**config.mk**
```make
export PLATFORM = sky130hd
export DESIGN_NAME = lift_call_panel
export DESIGN_NICKNAME = d
export VERILOG_FILES = /design/src/rtl/lift_call_panel.sv
export SDC_FILE = /design/constraint.sdc
export NUM_CORES = 1
export LEC_CHECK = 0
export ABC_AREA = 1
export BUFFER_PORTS_ARGS = -buffer_cell sky130_fd_sc_hd__buf_4
export CAP_MARGIN = 20
export CORE_MARGIN = 3
export CORE_UTILIZATION = 50
export DETAILED_ROUTE_END_ITERATION = 10
export PLACE_DENSITY = 0.73
export SETUP_SLACK_MARGIN = 0.3
export SYNTH_ARGS = -nofsm -noshare
export SYNTH_HDL_FRONTEND = slang
export SYNTH_SLANG_ARGS = --single-unit
```
**constraint.sdc**
```tcl
create_clock -name clk -period 7.8 [get_ports clk]
set_input_delay 0 -clock clk [delete_from_list [all_inputs] [get_ports clk]]
set_output_delay 0 -clock clk [all_outputs]
set_load 0.02 [all_outputs]
```
**src/rtl/lift_call_panel.sv**
```systemverilog
// lift_call_panel: latches hall/car button presses into pending calls, lights
// the floor lamps, and offers each pending call once to the lift controller
// over a valid/ack handshake in round-robin floor order.
//
// Handshake: req_valid rises with req_floor loaded, and both hold steady until
// req_ack is sampled high on a clock edge. That edge completes the transfer.
// req_valid then drops for at least one GAP cycle before the next offer.
// req_ack is ignored while req_valid is low.
module lift_call_panel #(
  parameter int FLOORS  = 64,
  parameter int FLOOR_W = 7
) (
  input  logic               clk,
  input  logic               reset,
  input  logic [FLOORS-1:0]  button,
  input  logic [FLOOR_W-1:0] current_floor,
  input  logic               stop,
  input  logic               door,
  output logic [FLOOR_W-1:0] req_floor,
  output logic               req_valid,
  input  logic               req_ack,
  output logic [FLOORS-1:0]  pending,
  output logic               busy,
  output logic [1:0]         dbg_state
);

  typedef enum logic [1:0] {
    S_IDLE  = 2'd0,
    S_OFFER = 2'd1,
    S_GAP   = 2'd2
  } state_t;

  localparam logic [FLOOR_W-1:0] LAST_FLOOR = FLOOR_W'(FLOORS - 1);

  state_t             state_q, state_d;
  logic [FLOORS-1:0]  btn_q;
  logic [FLOORS-1:0]  pending_q, pending_d;
  logic [FLOORS-1:0]  sent_q, sent_d;
  logic [FLOOR_W-1:0] rr_ptr_q, rr_ptr_d;
  logic [FLOOR_W-1:0] req_floor_q, req_floor_d;
  logic               req_valid_q, req_valid_d;

  logic [FLOORS-1:0]  rise;
  logic [FLOORS-1:0]  clr_vec;
  logic [FLOORS-1:0]  req_oh;
  logic [FLOORS-1:0]  cand;
  logic [FLOOR_W-1:0] pick_hi, pick_lo, pick;
  logic               found_hi, found_lo;
  logic               set_sent;

  assign rise = button & ~btn_q;
  assign cand = pending_q & ~sent_q;

  // Decode the service clear and the offered floor as one-hot vectors.
  // Floor numbers at or above FLOORS match no bit, so they are ignored.
  always_comb begin
    clr_vec = '0;
    req_oh  = '0;
    for (int f = 0; f < FLOORS; f++) begin
      if (stop && door && (current_floor == FLOOR_W'(f))) clr_vec[f] = 1'b1;
      if (req_floor_q == FLOOR_W'(f)) req_oh[f] = 1'b1;
    end
  end

  // Round-robin pick: lowest candidate at or above rr_ptr, else lowest overall.
  always_comb begin
    found_hi = 1'b0;
    found_lo = 1'b0;
    pick_hi  = '0;
    pick_lo  = '0;
    for (int f = 0; f < FLOORS; f++) begin
      if (cand[f]) begin
        if (!found_lo) begin
          pick_lo  = FLOOR_W'(f);
          found_lo = 1'b1;
        end
        if (!found_hi && (FLOOR_W'(f) >= rr_ptr_q)) begin
          pick_hi  = FLOOR_W'(f);
          found_hi = 1'b1;
        end
      end
    end
    pick = found_hi ? pick_hi : pick_lo;
  end

  // Call bookkeeping: a clear beats a same-cycle press, and an accepted offer
  // is marked sent only if its call is still pending after this cycle's clear.
  always_comb begin
    pending_d = (pending_q | rise) & ~clr_vec;
    sent_d    = sent_q & ~clr_vec;
    if (set_sent) sent_d = sent_d | (req_oh & pending_d);
  end

  // Offer FSM: next state and handshake register updates.
  always_comb begin
    state_d     = state_q;
    req_floor_d = req_floor_q;
    req_valid_d = req_valid_q;
    rr_ptr_d    = rr_ptr_q;
    set_sent    = 1'b0;
    case (state_q)
      S_IDLE: begin
        if (found_lo) begin
          req_floor_d = pick;
          req_valid_d = 1'b1;
          state_d     = S_OFFER;
        end
      end
      S_OFFER: begin
        if (req_ack) begin
          set_sent    = 1'b1;
          req_valid_d = 1'b0;
          rr_ptr_d    = (req_floor_q == LAST_FLOOR) ? '0 : req_floor_q + 1'b1;
          state_d     = S_GAP;
        end
      end
      S_GAP: begin
        state_d = S_IDLE;
      end
      default: begin
        state_d     = S_IDLE;
        req_valid_d = 1'b0;
      end
    endcase
  end

  // State and data registers, cleared asynchronously.
  always_ff @(posedge clk or posedge reset) begin
    if (reset) begin
      state_q     <= S_IDLE;
      btn_q       <= '0;
      pending_q   <= '0;
      sent_q      <= '0;
      rr_ptr_q    <= '0;
      req_floor_q <= '0;
      req_valid_q <= 1'b0;
    end else begin
      state_q     <= state_d;
      btn_q       <= button;
      pending_q   <= pending_d;
      sent_q      <= sent_d;
      rr_ptr_q    <= rr_ptr_d;
      req_floor_q <= req_floor_d;
      req_valid_q <= req_valid_d;
    end
  end

  assign req_floor = req_floor_q;
  assign req_valid = req_valid_q;
  assign pending   = pending_q;
  assign busy      = |pending_q;
  assign dbg_state = state_q;

endmodule

```
==> summary.md, run 1 <==
| Metric | Value |
|---|---|
| Max Fclk | `0.1813 GHz` |
| RSZ-0062 raised after global routing | `no` |
| TritonCTS clock tree | `yes` |
| Initial antenna violation count | `0` |
| Starting density of the core | `51.05%` |
| Slew margin rel. | `36.16%` |
| CTS Buffer Depth | `3` |
| Total gr overflow | `0` |
| Maximum fanout along the worst path | `8` |
| Commonest non-fill, non-tap cell in the layout | `inv_1` |
| Clk_lat worst skew | `510 ps` |
| Synth Cell Area | `0.01163 mm^2` |
| Number of synthesized flops with an enable pin | `0` |
| Fin. Hold Viols | `0` |
| Sequential area share after synthesis | `44.76%` |
| Num CTS Buffers | `23` |
| Critical path required time | `8180 ps` |
| Sum Neg Setup Slack | `0 ps` |
| Max-slew violations | `0` |
| I/O pin count | `151` |
| Period utilization | `70.70%` |
| Clock Skew | `7.283 ps` |
| Core Area | `0.02278 mm^2` |
| Max stage delay cell, worst path | `dfrtp_1` |
| Routed WL per cell | `20.57 um` |
| Largest net degree at the start of global routing | `138` |
| Status | `finished, final reports clean` |
| CP Capture Type | `register` |
| Worst VDD drop | `0.1765 mV` |
| Min-delay worst type | `in2reg` |
| Die area | `0.02512 mm^2` |
| End of the worst register-to-register path | `req_floor[3]` |
| Yosys warnings | `0` |
| Setup Buffers After CTS | `0` |
| Post-synthesis async set-or-reset flop share | `100.0%` |
| Drt first pass iters | `6` |
| Clock Tree Root | `clkbuf_16` |
| Pleak | `7.656 nW` |
| IO buf count | `149` |
| Worst r2r src | `pending[0]` |
| # clock sinks | `208` |
| Max Cap Viol | `0` |
| ANT cells | `0` |
| Worst EP arrival | `5900 ps` |
| Layout area overhead | `25.29%` |
| Layout cells sized above 1 | `14.42%` |
| Reg2reg setup slack | `2290 ps` |
| HPWL after detailed placement | `33630 um` |
| Worst stage delay on the critical path | `410 ps` |
| Die H | `158.5 um` |
| Pwr/cell area | `233.5 mW/mm^2` |
| CP Launch Type | `register` |
| Via/cell ratio | `5.675` |
| Die W | `158.5 um` |
| Yosys cell types | `50` |
| DRT Wirelength | `43960 um` |
| Syn_area_per_cell | `7.382 um^2` |
| Minimum clock period | `5514 ps` |
| Cts hold-fix bufs | `69` |
| Clk slew on worst S/H paths | `60 ps` |
| Post-Syn Nets | `1655` |
| # DRC | `0` |
| Final Setup Violations | `0` |
| Number of global-route vias before repair | `11950` |
| Worst setup path category | `reg2reg` |
| Hold Crit Depth | `5` |
| Hold Startpoint | `current_floor[4]` |
| Global-route wire length before repair | `66770 um` |
| H-tree levels | `1` |
| Most frequent cells in the layout | `inv_1 (336), nor2_1 (240), dfrtp_1 (208)` |
| Post-DRT Antenna Nets | `0` |
| Global Route Usage Sum | `34.96%` |
| Min Hold Slack | `21.53 ps` |
| Routability cong. | `1.026` |
| Least-Margin Pin Slew | `957.6 ps` |
| # resized after CTS | `0` |
| R2R cell count | `42` |
| DR vias | `12130` |
| Endpoint of the worst hold path | `pending[39]` |
| Seq cells post-synth | `208` |
| Initial drt markers | `1353` |
| Final-stage net count | `1888` |
| Syn Inst Count | `1575` |
| Main flop type after synthesis | `dfrtp_1` |
| Row count | `55` |
-- critical path: cells and delay by family, from the launching register on --
kind	cells	cell delay (ps)
AND/OR/NAND/NOR	27	3680
buffers and inverters	12	910
flip-flops	1	410
AO/OA/AOI/OAI	3	370
-- Yosys cell counts, drive strengths merged (4+ instances only) --
master	number	area [um^2]
a2111oi	4	35.03
a21oi	137	689.4
a31oi	7	43.79
buf	4	37.53
clkbuf	13	48.80
dfrtp	208	5205
ha	4	50.05
inv	347	1303
nand2	199	815.8
nand3	83	432.9
nand4	42	352.8
nor2	267	1100
nor3	40	205.2
nor4	17	106.4
o2111ai	5	43.79
o211ai	7	52.55
o21ai	136	680.7
o22ai	7	43.79
o31ai	11	82.58
o41ai	12	105.1
-- through the flow --
step | worst slack (ps) | util, % | cell area [um^2] | cells | power [mW]
after floorplan | 2119 | - | 11630 | 1575 | 1.905
after global placement | 2598 | 57.56 | 13110 | 2027 | 2.248
after detailed placement | 2424 | 57.56 | 13110 | 2027 | 2.248
after CTS | 2378 | 63.96 | 14570 | 2137 | 3.376
after global routing | 1544 | 63.96 | 14570 | 2137 | 3.553
final | 2286 | 63.96 | 14570 | 2137 | 3.401
-- cell type report --
type | count | area, um^2
fillers | 2020 | 8210
repair buffers | 225 | 1862
well taps | 313 | 391.6
multi-input cells | 1001 | 5026
inverters | 349 | 1318
flip-flops and latches | 208 | 5205
clock inverters | 6 | 85.08
clock buffers | 35 | 680.7
-- where the power goes --
part | total (mW) | switching [mW] | internal (mW) | leakage (nW)
clock | 1.10 | 0.439 | 0.666 | 0.370
sequential | 1.23 | 0.0762 | 1.15 | 2.38
combinational | 1.07 | 0.701 | 0.367 | 4.91
-- sequential cells by signal (all words and copies together), names as in the netlist --
name,flops
req_valid,1
sent_q,64
pending,64
btn_q,64
rr_ptr_q,7
req_floor,6
dbg_state,2
-- cells by family (layout without fill, tap and decap cells) --
group                    count (synthesis)  in the layout  share of synthesized area [%]
other                                    1              1                        0.03225
buffers and inverters                  366            615                          12.01
AO/OA/AOI/OAI                          339            339                          16.26
flip-flops                             208            208                          44.76
XOR/XNOR                                 2              2                         0.1507
AND/OR/NAND/NOR                        655            655                          26.35
adder cells (fa/ha/maj)                  4              4                         0.4304
-- metal layers --
metal | track usage [%] | part of all wire [%]
met1 | 46.90 | 41
met4 | 14.05 | 4.5
met5 | 0 | 0
met3 | 6.578 | 9.5
met2 | 56.26 | 45
-- worst max path at each step --
| stage | start | endpoint | depth (start not counted) |
|---|---|---|---|
| after floorplan | reset | btn_q[0] | 1 |
| after global placement | pending[0] | req_floor[3] | 42 |
| after detailed placement | pending[0] | req_floor[3] | 42 |
| after CTS | pending[0] | req_floor[3] | 42 |
| after global routing | pending[0] | req_floor[2] | 42 |
| final | pending[0] | req_floor[3] | 42 |
(Power assumes the default switching activity.)
==> run 2: changes to the inputs <==
--- a/config.mk
+++ b/config.mk
@@ -11,7 +11,7 @@
 export CORE_MARGIN = 3
 export CORE_UTILIZATION = 50
 export DETAILED_ROUTE_END_ITERATION = 10
-export PLACE_DENSITY = 0.73
+export PLACE_DENSITY = 0.75
 export SETUP_SLACK_MARGIN = 0.3
 export SYNTH_ARGS = -nofsm -noshare
 export SYNTH_HDL_FRONTEND = slang
==> constraint.sdc (replaced) <==
create_clock -name clk -period 4.9 [get_ports clk]
set_input_delay 0 -clock clk [delete_from_list [all_inputs] [get_ports clk]]
set_output_delay 0 -clock clk [all_outputs]
set_load 0.02 [all_outputs]
==> run 2 against run 1 <==
Against the previous run: critical path depth shrank 3; cell count grew 5.9%; wire length grew 7.9%; power grew 74%; sequential share of layout area shrank 2.8 points; sequential cell count is the same; core utilization grew 5.5 points; via count grew 7.5%; combinational power grew 110%; largest power group is now combinational cells.
==> summary.md, run 2 (synthesized netlist as in run 1, its figures left out) <==
| Metric | Value |
|---|---|
| Row count | `55` |
| CTS Buffer Depth | `3` |
| Critical path required time | `5290 ps` |
| HPWL after detailed placement | `35180 um` |
| Final cell count without fillers | `2263` |
| Die W | `158.5 um` |
| RSZ-0062 raised after global routing | `yes` |
| Max Cap Viol | `0` |
| Maximum fanout along the worst path | `4` |
| Least-Margin Pin Slew | `976.7 ps` |
| Min-delay worst type | `in2reg` |
| I/O pin count | `151` |
| DRT Wirelength | `47420 um` |
| Max stage delay cell, worst path | `dfrtp_1` |
| Status | `finished, final reports clean` |
| Final Setup Violations | `0` |
| Via/cell ratio | `5.759` |
| Slew margin rel. | `34.29%` |
| Sum Neg Setup Slack | `0 ps` |
| Reg2reg setup slack | `130 ps` |
| Max-slew violations | `0` |
| Pwr/cell area | `373.9 mW/mm^2` |
| Die area | `0.02512 mm^2` |
| Layout area overhead | `36.13%` |
| Clock Tree Root | `clkbuf_16` |
| Minimum clock period | `4768 ps` |
| Num CTS Buffers | `23` |
| Die H | `158.5 um` |
| Min Hold Slack | `39.16 ps` |
| Total gr overflow | `0` |
| Largest net degree at the start of global routing | `158` |
| Clk_lat worst skew | `520 ps` |
| CP most frequent cell | `nor2_4` |
| Initial antenna violation count | `0` |
| Starting density of the core | `51.05%` |
| Final-stage net count | `2016` |
| DR vias | `13030` |
| Most frequent cells in the layout | `inv_1 (326), buf_4 (278), nor2_1 (223)` |
| Clk slew on worst S/H paths | `60 ps` |
| CP Capture Type | `register` |
| Global Route Usage Sum | `37.25%` |
| Fin. Hold Viols | `0` |
| Clock Skew | `14.99 ps` |
| CP Launch Type | `register` |
| Period utilization | `97.30%` |
| Drt first pass iters | `8` |
| Placed Instances | `2075` |
| Initial drt markers | `1506` |
| Worst stage delay on the critical path | `410 ps` |
| H-tree levels | `1` |
| Commonest non-fill, non-tap cell in the layout | `inv_1` |
| # clock sinks | `208` |
| Worst VDD drop | `0.3493 mV` |
| Max Fclk | `0.2097 GHz` |
| Post-DRT Antenna Nets | `0` |
| Routed WL per cell | `20.95 um` |
| Layout cells sized above 1 | `22.31%` |
| ANT cells | `0` |
| Worst setup path category | `reg2reg` |
| Pleak | `8.336 nW` |
| Number of global-route vias before repair | `12650` |
| Core Area | `0.02278 mm^2` |
| # DRC | `0` |
| Routability cong. | `1.016` |
| Worst EP arrival | `5150 ps` |
| TritonCTS clock tree | `yes` |
| Global-route wire length before repair | `71100 um` |
| Final Power | `5.919 mW` |
| IO buf count | `149` |
## run 2: changes by cell type in the layout (fill, tap and decap cells not counted), sizes merged
cell / previous run / this run
buf: 156 / 282
bufinv: 2 / 3
clkbuf: 35 / 33
clkinvlp: 2 / 1
dlygate4sd3: 69 / 71
## run 2: timing repair
item	in CTS	in global routing
endpoints found under the setup margin	8	8
gates resized for setup	25	65
gates cloned	0	0
setup buffers	58	20
endpoints found under the hold margin	226	0
hold buffers	71	0
pin swaps	15	29
## run 2: layout make-up
cell class / count / area, um^2
clock buffers: 33 / 623.1
clock inverters: 6 / 105.1
fillers: 1849 / 6949
inverters: 349 / 1318
multi-input cells: 1001 / 5330
flip-flops and latches: 208 / 5210
well taps: 313 / 391.6
repair buffers: 353 / 2851
## run 2: worst paths after layout
| check | cells after the start | start | to |
|---|---|---|---|
| worst max-delay path | 39 | pending[2] | req_floor[4] |
| worst min-delay path | 5 | current_floor[4] | pending[5] |
| worst max register to register | 39 | pending[2] | req_floor[4] |
| worst min register to register | 2 | sent_q[63] | sent_q[63] |
| max in group asynchronous | 5 | reset | rr_ptr_q[4] |
| min in group asynchronous | 4 | reset | btn_q[59] |
## run 2: stage by stage
stage	area [um^2]	setup WS (ps)	utilization, %
finish	15830	132.3	69.49
floorplan	11630	301.4	-
global route	15830	-297.4	69.49
detailed placement	13480	-84.51	59.18
CTS	15430	144.2	67.72
global placement	13480	157.7	59.18
## run 2: critical path: cells and delay by family (launching register included)
kind	cells	cell delay (ps)
AND/OR/NAND/NOR	36	3950
flip-flops	1	410
buffers and inverters	2	200
AO/OA/AOI/OAI	1	60
## run 2: routing by layer
layer  wire length, um  global-route usage [%]  part of all wire, %
met1             18310                   49.18                   39
met2             22020                   60.70                   46
met3              4785                   7.067                   10
met4              2305                   15.28                  4.9
met5                 0                       0                    0
## run 2: where the power goes
group | switching, mW | internal, mW
Combinational | 1.33 | 0.884
Clock | 0.709 | 1.04
Sequential | 0.121 | 1.84
Total | 2.16 | 3.76
